===== config.mk =====
export PLATFORM = sky130hd
export DESIGN_NAME = width_pack
export DESIGN_NICKNAME = d
export VERILOG_FILES = /design/src/rtl/width_pack_pkg.sv /design/src/rtl/width_pack_cnt.sv /design/src/rtl/width_pack.sv
export SDC_FILE = /design/constraint.sdc
export NUM_CORES = 1
export LEC_CHECK = 0
export BUFFER_PORTS_ARGS = -buffer_cell sky130_fd_sc_hd__buf_4
export CAP_MARGIN = 40
export CORE_UTILIZATION = 59
export DETAILED_ROUTE_END_ITERATION = 10
export PLACE_DENSITY = 0.82
export SLEW_MARGIN = 20
export SYNTH_ARGS = -nofsm -noshare
export SYNTH_HDL_FRONTEND = slang
export SYNTH_SLANG_ARGS = --single-unit

===== constraint.sdc =====
create_clock -name clk -period 4.79 [get_ports clk]
set_input_delay 1.437 -clock clk [delete_from_list [all_inputs] [get_ports clk]]
set_output_delay 1.437 -clock clk [all_outputs]
set_load 0.02 [all_outputs]

===== src/rtl/width_pack_pkg.sv =====
// width_pack_pkg: shared defaults and helpers for the narrow-to-wide packer.
// Holds the default 36/288 datapath widths and the ceil-log2 helper used to
// size the fragment counter.
package width_pack_pkg;

    localparam int PACK_IWIDTH_DEF = 36;
    localparam int PACK_OWIDTH_DEF = 288;

    // Ceiling log2, never below 1 so a counter always has at least one bit.
    function automatic int clog2_min1(input int value);
        int w;
        w = 0;
        while ((1 << w) < value) begin
            w = w + 1;
        end
        return (w < 1) ? 1 : w;
    endfunction

endpackage


===== src/rtl/width_pack_cnt.sv =====
// pack_cnt: fill counter for width_pack.
// Tracks how many fragments sit in the assembly register, wraps after the
// last slice, flags the completing slot and, when WIDTH_PACK_FLUSH_EN is
// defined, holds the flush-pending flag.
module pack_cnt
    import width_pack_pkg::*;
#(
    parameter  int AMOUNT    = 8,
    localparam int CNT_WIDTH = clog2_min1(AMOUNT)
) (
    input  logic                 clk,
    input  logic                 resetn,
    input  logic                 accept,
    output logic [CNT_WIDTH-1:0] cnt,
    output logic                 last
`ifdef WIDTH_PACK_FLUSH_EN
    ,
    input  logic                 flush,
    input  logic                 clear,
    output logic                 flush_pend
`endif
);

    localparam logic [CNT_WIDTH-1:0] LAST_IDX = CNT_WIDTH'(AMOUNT - 1);

    logic [CNT_WIDTH-1:0] cnt_r;
    logic [CNT_WIDTH-1:0] cnt_inc_s;
    logic [CNT_WIDTH-1:0] cnt_nxt_s;

    // Next count: wrapping increment on accept, otherwise hold.
    always_comb begin
        cnt_inc_s = cnt_r;
        cnt_nxt_s = cnt_r;
        if (cnt_r == LAST_IDX) begin
            cnt_inc_s = '0;
        end else begin
            cnt_inc_s = cnt_r + 1'b1;
        end
        if (accept) begin
            cnt_nxt_s = cnt_inc_s;
        end else begin
            cnt_nxt_s = cnt_r;
        end
    end

`ifdef WIDTH_PACK_FLUSH_EN
    logic flush_pend_r;

    // Fill counter; an emitted partial word restarts assembly at slice 0.
    always_ff @(posedge clk or negedge resetn) begin
        if (!resetn) begin
            cnt_r <= '0;
        end else if (clear) begin
            cnt_r <= '0;
        end else begin
            cnt_r <= cnt_nxt_s;
        end
    end

    // Flush request is remembered only if data remains after this cycle's accept.
    always_ff @(posedge clk or negedge resetn) begin
        if (!resetn) begin
            flush_pend_r <= 1'b0;
        end else if (clear) begin
            flush_pend_r <= 1'b0;
        end else if (flush && (cnt_nxt_s != '0)) begin
            flush_pend_r <= 1'b1;
        end else begin
            flush_pend_r <= flush_pend_r;
        end
    end

    assign flush_pend = flush_pend_r;
`else
    // Fill counter.
    always_ff @(posedge clk or negedge resetn) begin
        if (!resetn) begin
            cnt_r <= '0;
        end else begin
            cnt_r <= cnt_nxt_s;
        end
    end
`endif

    assign cnt  = cnt_r;
    assign last = (cnt_r == LAST_IDX);

endmodule


===== src/rtl/width_pack.sv =====
// width_pack: narrow-to-wide packer. AMOUNT consecutive IWIDTH-bit fragments
// are assembled into one OWIDTH-bit word, fragment 0 in the LSBs. The
// assembly register plus the output register let a new word start while the
// previous one waits, so a fragment per cycle flows without bubbles.
// Optional feature macro: WIDTH_PACK_FLUSH_EN (adds flush / dout_num).
module width_pack
    import width_pack_pkg::*;
#(
    parameter  int IWIDTH    = PACK_IWIDTH_DEF,
    parameter  int OWIDTH    = PACK_OWIDTH_DEF,
    localparam int AMOUNT    = OWIDTH / IWIDTH,
    localparam int CNT_WIDTH = clog2_min1(AMOUNT)
) (
    input  logic              clk,
    input  logic              resetn,
    input  logic [IWIDTH-1:0] din,
    input  logic              din_valid,
    output logic              din_ready,
    output logic [OWIDTH-1:0] dout,
    output logic              dout_valid,
    input  logic              dout_ready
`ifdef WIDTH_PACK_FLUSH_EN
    ,
    input  logic              flush,
    output logic [CNT_WIDTH:0] dout_num
`endif
);

    logic [OWIDTH-1:0]    asm_r;
    logic [OWIDTH-1:0]    asm_ins_s;
    logic [OWIDTH-1:0]    dout_r;
    logic                 dout_valid_r;
    logic                 out_free_s;
    logic                 din_ready_s;
    logic                 accept_s;
    logic                 complete_s;
    logic                 last_s;
    logic [CNT_WIDTH-1:0] cnt_s;

`ifdef WIDTH_PACK_FLUSH_EN
    logic                 pend_s;
    logic                 flush_go_s;
    logic [CNT_WIDTH:0]   dout_num_r;
`endif

`ifdef WIDTH_PACK_FLUSH_EN
    pack_cnt #(.AMOUNT(AMOUNT)) u_cnt (
        .clk        (clk),
        .resetn     (resetn),
        .accept     (accept_s),
        .cnt        (cnt_s),
        .last       (last_s),
        .flush      (flush),
        .clear      (flush_go_s),
        .flush_pend (pend_s)
    );
`else
    pack_cnt #(.AMOUNT(AMOUNT)) u_cnt (
        .clk    (clk),
        .resetn (resetn),
        .accept (accept_s),
        .cnt    (cnt_s),
        .last   (last_s)
    );
`endif

    // Handshake: only the completing fragment can be stalled by a full output.
    always_comb begin
        out_free_s  = ~dout_valid_r | dout_ready;
`ifdef WIDTH_PACK_FLUSH_EN
        din_ready_s = ~(last_s & ~out_free_s) & ~pend_s;
        flush_go_s  = pend_s & out_free_s;
`else
        din_ready_s = ~(last_s & ~out_free_s);
`endif
        accept_s    = din_valid & din_ready_s;
        complete_s  = accept_s & last_s;
    end

    // Assembly word with the incoming fragment dropped into its slice.
    always_comb begin
        asm_ins_s = asm_r;
        asm_ins_s[int'(cnt_s) * IWIDTH +: IWIDTH] = din;
    end

    // Datapath: slice writes, word hand-off to the output register, drain.
    always_ff @(posedge clk or negedge resetn) begin
        if (!resetn) begin
            asm_r        <= '0;
            dout_r       <= '0;
            dout_valid_r <= 1'b0;
`ifdef WIDTH_PACK_FLUSH_EN
            dout_num_r   <= '0;
`endif
        end else if (complete_s) begin
            dout_r       <= asm_ins_s;
            asm_r        <= '0;
            dout_valid_r <= 1'b1;
`ifdef WIDTH_PACK_FLUSH_EN
            dout_num_r   <= (CNT_WIDTH + 1)'(AMOUNT);
        end else if (flush_go_s) begin
            dout_r       <= asm_r;
            asm_r        <= '0;
            dout_valid_r <= 1'b1;
            dout_num_r   <= {1'b0, cnt_s};
`endif
        end else begin
            asm_r        <= accept_s ? asm_ins_s : asm_r;
            dout_r       <= dout_r;
            dout_valid_r <= dout_ready ? 1'b0 : dout_valid_r;
        end
    end

    assign din_ready  = din_ready_s;
    assign dout       = dout_r;
    assign dout_valid = dout_valid_r;
`ifdef WIDTH_PACK_FLUSH_EN
    assign dout_num   = dout_num_r;
`endif

endmodule

Word level (Yosys, flattened, before mapping) --
Index checks and enable logic that the tools add are counted.
Storage, ports and cells: bits in registers 580, latch bits 0, RAM bits 0, ROM bits 0, input port bits 40, output and inout port bits 290, word-level logic and storage cells 25, memories kept 0
Operators by class: $add $sub $neg 2, multiply operators 1, divide/modulo/power cells 0, order comparisons 0, eq/ne operators 1, shift operators 2, mux-type cells 6, bitwise operators 7, reduce and logical (&&, ||, !) cells 2
Operators with widths (count):
- $mux 288 | 2
- $bwmux 288 | 1
- $shift 36x33->288 const A | 1
- $shiftx 36x33->288 | 1
- $neg 9->33 | 1
- $mul 3x4->7 const B | 1
- $reduce_bool 2->1 | 2
- $add 3x1->3 const B | 1
- $and 1x1->1 | 3
- $eq 3x3->1 const B | 1
- $mux 3 | 1
- $not 1->1 | 3
- $mux 1 | 2
- $or 1x1->1 | 1

Depth between registers and ports, before layout --
depth in word-level cells 8, mapped depth 17, mapped depth without buffers 10

Hierarchy --
A second synthesis with hierarchy kept.
Second synthesis, totals: cell total of the unflattened synthesis 3241, area, all modules 30329.1 um^2
Modules (own cells, without submodules):
- width_pack | instances 1, cells an instance 3230, area each 30186.5 um^2, seq. area each 14438.8 um^2
- pack_cnt | instances 1, cells an instance 11, area each 142.6 um^2, seq. area each 75.1 um^2

Worst setup path after synthesis --
No wires, ideal clock.
path kind reg-to-reg, start point register u_cnt.cnt_r[0] (netlist: u_cnt.cnt[0]), end point register asm_r[136], library setup time 0.121 ns, data arrival time 3.477 ns, required time 4.669 ns, path slack 1.192 ns, cell stages (with the launch flop) 17, path buffers 6, clock period less this slack 3.598 ns, path through dfrtp_1 buf_6 buf_12 buf_6 inv_2 ha_1 buf_2 and3_1 ha_1 buf_2 nor2_1 inv_1 nor3_4 a32o_1 buf_4 o21ai_1 a22o_1
Between the ends: longest elaborated chain between the ends 6, elaborated cells between the ends (all ways) 13, those cells by class add/sub: 1; mul: 1; eq/ne: 1; shift: 2; mux: 3; bitwise: 4; reduce/logical: 1
Ends and longest elaborated chain:
- start: declaration | RTL line width_pack_cnt.sv:26 | logic [CNT_WIDTH-1:0] cnt_r;
- start signal: assignment | RTL line width_pack_cnt.sv:80 | cnt_r <= cnt_nxt_s;
- $mul 3x4->7 / $eq 3x3->1 (equally long branches) | RTL line width_pack.sv:83, width_pack_cnt.sv:86
- $neg 9->33 / $and 1x1->1 (equally long branches) | RTL line width_pack.sv:83, width_pack.sv:74
- $shiftx 36x33->288 (tied with other cells) | RTL line width_pack.sv:83 | asm_ins_s[int'(cnt_s) * IWIDTH +: IWIDTH] = din;
- $bwmux 288 / $and 1x1->1 (equally long branches) | RTL line width_pack.sv:83, width_pack.sv:76
- $mux 288 / $and 1x1->1 (equally long branches) | RTL line width_pack.sv:108, width_pack.sv:77
- $mux 288 / $reduce_bool 2->1 (equally long branches)
- end signal: assignment | RTL line width_pack.sv:108 | asm_r <= accept_s ? asm_ins_s : asm_r;
- end: declaration | RTL line width_pack.sv:29 | logic [OWIDTH-1:0] asm_r;
Several ways; a longest one is shown, not always the timed one. The select of a mux whose other input is x is not followed. A chain may end at the register's enable or synchronous reset.

Worst setup path in the final report --
start point register u_cnt.cnt_r[0] (netlist: u_cnt.cnt[0]), end point output port din_ready
Between the ends: longest elaborated chain between the ends 3
Ends and longest elaborated chain:
- $eq 3x3->1 | RTL line width_pack_cnt.sv:86 | assign last = (cnt_r == LAST_IDX);
- $and 1x1->1 | RTL line width_pack.sv:74 | din_ready_s = ~(last_s & ~out_free_s);
- $not 1->1 | RTL line width_pack.sv:74
- end: declaration | RTL line width_pack.sv:18 | output logic din_ready,
Every way passes these cells.

==> impl_metrics.json <==
{
  "cts_tree": "done",
  "dr.pass1.iters": 8,
  "fin_skew_ns": 0.0203,
  "switchingPower_mw": 12.6,
  "synth_warnings": 0,
  "endpoint_kind": "primary output",
  "p_per_area_nw_per_um2": 776,
  "wire_per_inst_um": 28.0,
  "synth.distinct_cells": 94,
  "fmax_mhz": 244,
  "synth_edf_count": 0,
  "syn_area_um2": 28300,
  "finalSetupTns_ns": 0,
  "vias": 25800,
  "grt_usage_pct": 42.5,
  "maxCapViolCount": 0,
  "die_w_um": 221,
  "yosysSeqAreaShare_pct": 51.2,
  "synthCells": 2781,
  "worst_pin_slew_ns": 0.959,
  "p_leak_nw": 15.4,
  "cts_hold_buf": 0,
  "required_ns": 3.35,
  "htreeDepth": 2,
  "hold_depth": 2,
  "cts-root-buf": "clkbuf_16",
  "initial_core_util_pct": 60.3,
  "status": "complete, no violations",
  "core_um2": 47000,
  "drt_iter0_drc": 3090,
  "finalSetupViolations": 0,
  "cts_resized": 0,
  "ir_drop_mv": 0.464,
  "layout_min_cycle_time_ns": 4.09,
  "synth-async-reset-ratio_pct": 100,
  "seqPwrFrac_pct": 28.1,
  "drive_gt1_share_pct": 21.2,
  "syn-mean-instance-area_um2": 10.2,
  "syn2layout_area_growth_pct": 18.9,
  "clock_path_buffers": 3,
  "routed_wl_mm": 105,
  "syn_nets": 2828,
  "nets": 3160,
  "combPwrFrac_pct": 54.8,
  "grt_setup_unrepaired": "false",
  "path_max_fanout": 50,
  "routed_via_density": 6.87,
  "clockPowerShare_pct": 17.1,
  "numCtsBuffers": 57,
  "ant_nets": 0,
  "synth-seq-cells": 580,
  "finalMaxSlewViolations": 0,
  "arrival_ns": 2.66,
  "critical_path_class": "reg -> out",
  "start_kind": "flop",
  "slew-limit-headroom_pct": 36.1,
  "min_path_type": "reg -> reg",
  "intPower_mw": 13.5,
  "worstRegToRegCells": 11,
  "grt_max_degree": 137,
  "clk_pin_slew_ns": 0.07,
  "hpwl_mm": 76.0,
  "grt_pass1_vias": 25400,
  "min_period_over_period_pct": 85.4,
  "die_y_um": 221,
  "swShare_pct": 48.3,
  "row_count": 79,
  "die_area_um2": 48900,
  "io_pins": 330,
  "gp_congestion": 1.05,
  "cts_setup_buffers": 0,
  "overflow": 0,
  "hold_viol_final": 0,
  "dpl.cell_count": 3658,
  "cts_sinks": 580,
  "grt_first_pass_wirelength_mm": 158,
  "clock_latency_ns": 0.63,
  "antenna_found_initial": 3,
  "synth-main-ff-cell": "dfrtp_1",
  "final_cells": 3759,
  "drc": 0,
  "io_buffers": 329
}
## final timing paths
check                                          from                    end  slack (ns)
max                        u_cnt.cnt[0]$_DFFE_PN0P_              din_ready        0.70
min reg2reg                    asm_r[7]$_DFFE_PN0P_   asm_r[7]$_DFFE_PN0P_        0.47
max in group asynchronous                    resetn  dout[227]$_DFFE_PN0P_        2.86
min                            asm_r[7]$_DFFE_PN0P_   asm_r[7]$_DFFE_PN0P_        0.47
min in group asynchronous                    resetn   dout[86]$_DFFE_PN0P_        0.92
max reg2reg                u_cnt.cnt[0]$_DFFE_PN0P_  dout[202]$_DFFE_PN0P_        0.78
## cell usage in the layout (no fill, tap or decap), types with 11 or more instances in the layout
cell type,synthesis,routed
clkbuf_16,0,57
nor3_1,31,31
mux2_2,30,30
dfrtp_1,580,579
o21ai_0,400,400
inv_1,14,14
nand3_1,47,47
mux2i_1,189,189
nor2_1,147,146
o21ai_1,37,37
a2bb2oi_1,12,12
a32o_1,47,47
clkbuf_1,118,17
and2_1,23,22
a31oi_1,12,12
o221ai_1,11,11
buf_12,1,11
o22ai_1,59,59
nor2_2,20,20
a22o_1,180,180
o211ai_1,13,13
mux4_2,19,19
a21oi_1,77,77
nand2_1,407,406
a21o_1,21,21
and3_1,28,28
o2bb2ai_1,24,24
a22oi_1,19,19
buf_4,17,443
## worst max-delay path, cell delays in order, from the launching register on
cell and delay, ns:
dfrtp_4 0.41, buf_4 0.57, ha_1 0.27, ha_1 0.38, nand3b_1 0.18, buf_4 0.19
## stage by stage
step	total power [mW]	area, um2	hold WS (ns)	util, %	setup slack, ns
finish	26.1	33700	0.474	71.7	0.697
global route	26.9	33700	0.492	71.7	0.653
CTS	25.6	33600	0.479	71.6	0.707
detailed placement	21.1	31800	0.466	67.7	0.965
global placement	20.8	31800	0.457	67.7	1.04
floorplan	15.2	28300	0.442	-	1.19
## cell families after synthesis
group	count (synthesis)	share of synthesized area [%]
multiplexers	241	9.54
XOR/XNOR	1	0.0309
buffers and inverters	204	3.36
adder cells (fa/ha/maj)	7	0.309
AO/OA/AOI/OAI	988	23.5
flip-flops	580	51.2
AND/OR/NAND/NOR	760	12.0
## per-layer routing
layer	vias up	global-route usage (%)	routed length, um
li1	10900	-	-
met1	12900	58.1	41200
met2	1640	64.8	47400
met3	335	8.76	10900
met4	4	21.4	5610
met5	-	0	28
## layout make-up
class / instances / area (um2)
timing repair buffer: 459 / 3610
tap: 607 / 759
inverter: 18 / 67.6
clock inverter: 14 / 206
antenna: 1 / 2.50
multi-input combinational: 1997 / 12900
sequential: 580 / 14500
fill: 3259 / 13300
clock buffer: 83 / 1610
## registers in the layout, summed over array words and instances, names as in the netlist
| register | count |
|---|---|
| asm_r | 288 |
| dout_valid | 1 |
| dout | 288 |
| u_cnt.cnt | 3 |
## power groups by stage
stage / combinational (mW) / sequential (mW) / clock (mW)
floorplan: 7.17 / 8.02 / 0
global route: 14.8 / 7.45 / 4.64
detailed placement: 13.7 / 7.35 / 0
finish: 14.3 / 7.34 / 4.46
global placement: 13.5 / 7.28 / 0
CTS: 13.8 / 7.31 / 4.47
## Yosys cell counts, drive strengths merged (21+ instances only)
cell     count  share of area [%]
nor3        34               0.68
o21ai      441                7.8
a22o       180                5.6
nand3       49               0.93
clkbuf     121                1.6
buf         65                1.5
o22ai       60                1.3
a21oi       84                1.6
a21o        21               0.56
mux2i      189                6.7
mux2        33                1.4
nor2       171                2.5
dfrtp      580                 51
and3        28               0.62
o2bb2ai     24               0.74
nand2      411                5.5
a32o        47                1.7
and2        25               0.55
Power figures use the tool's default switching activity.
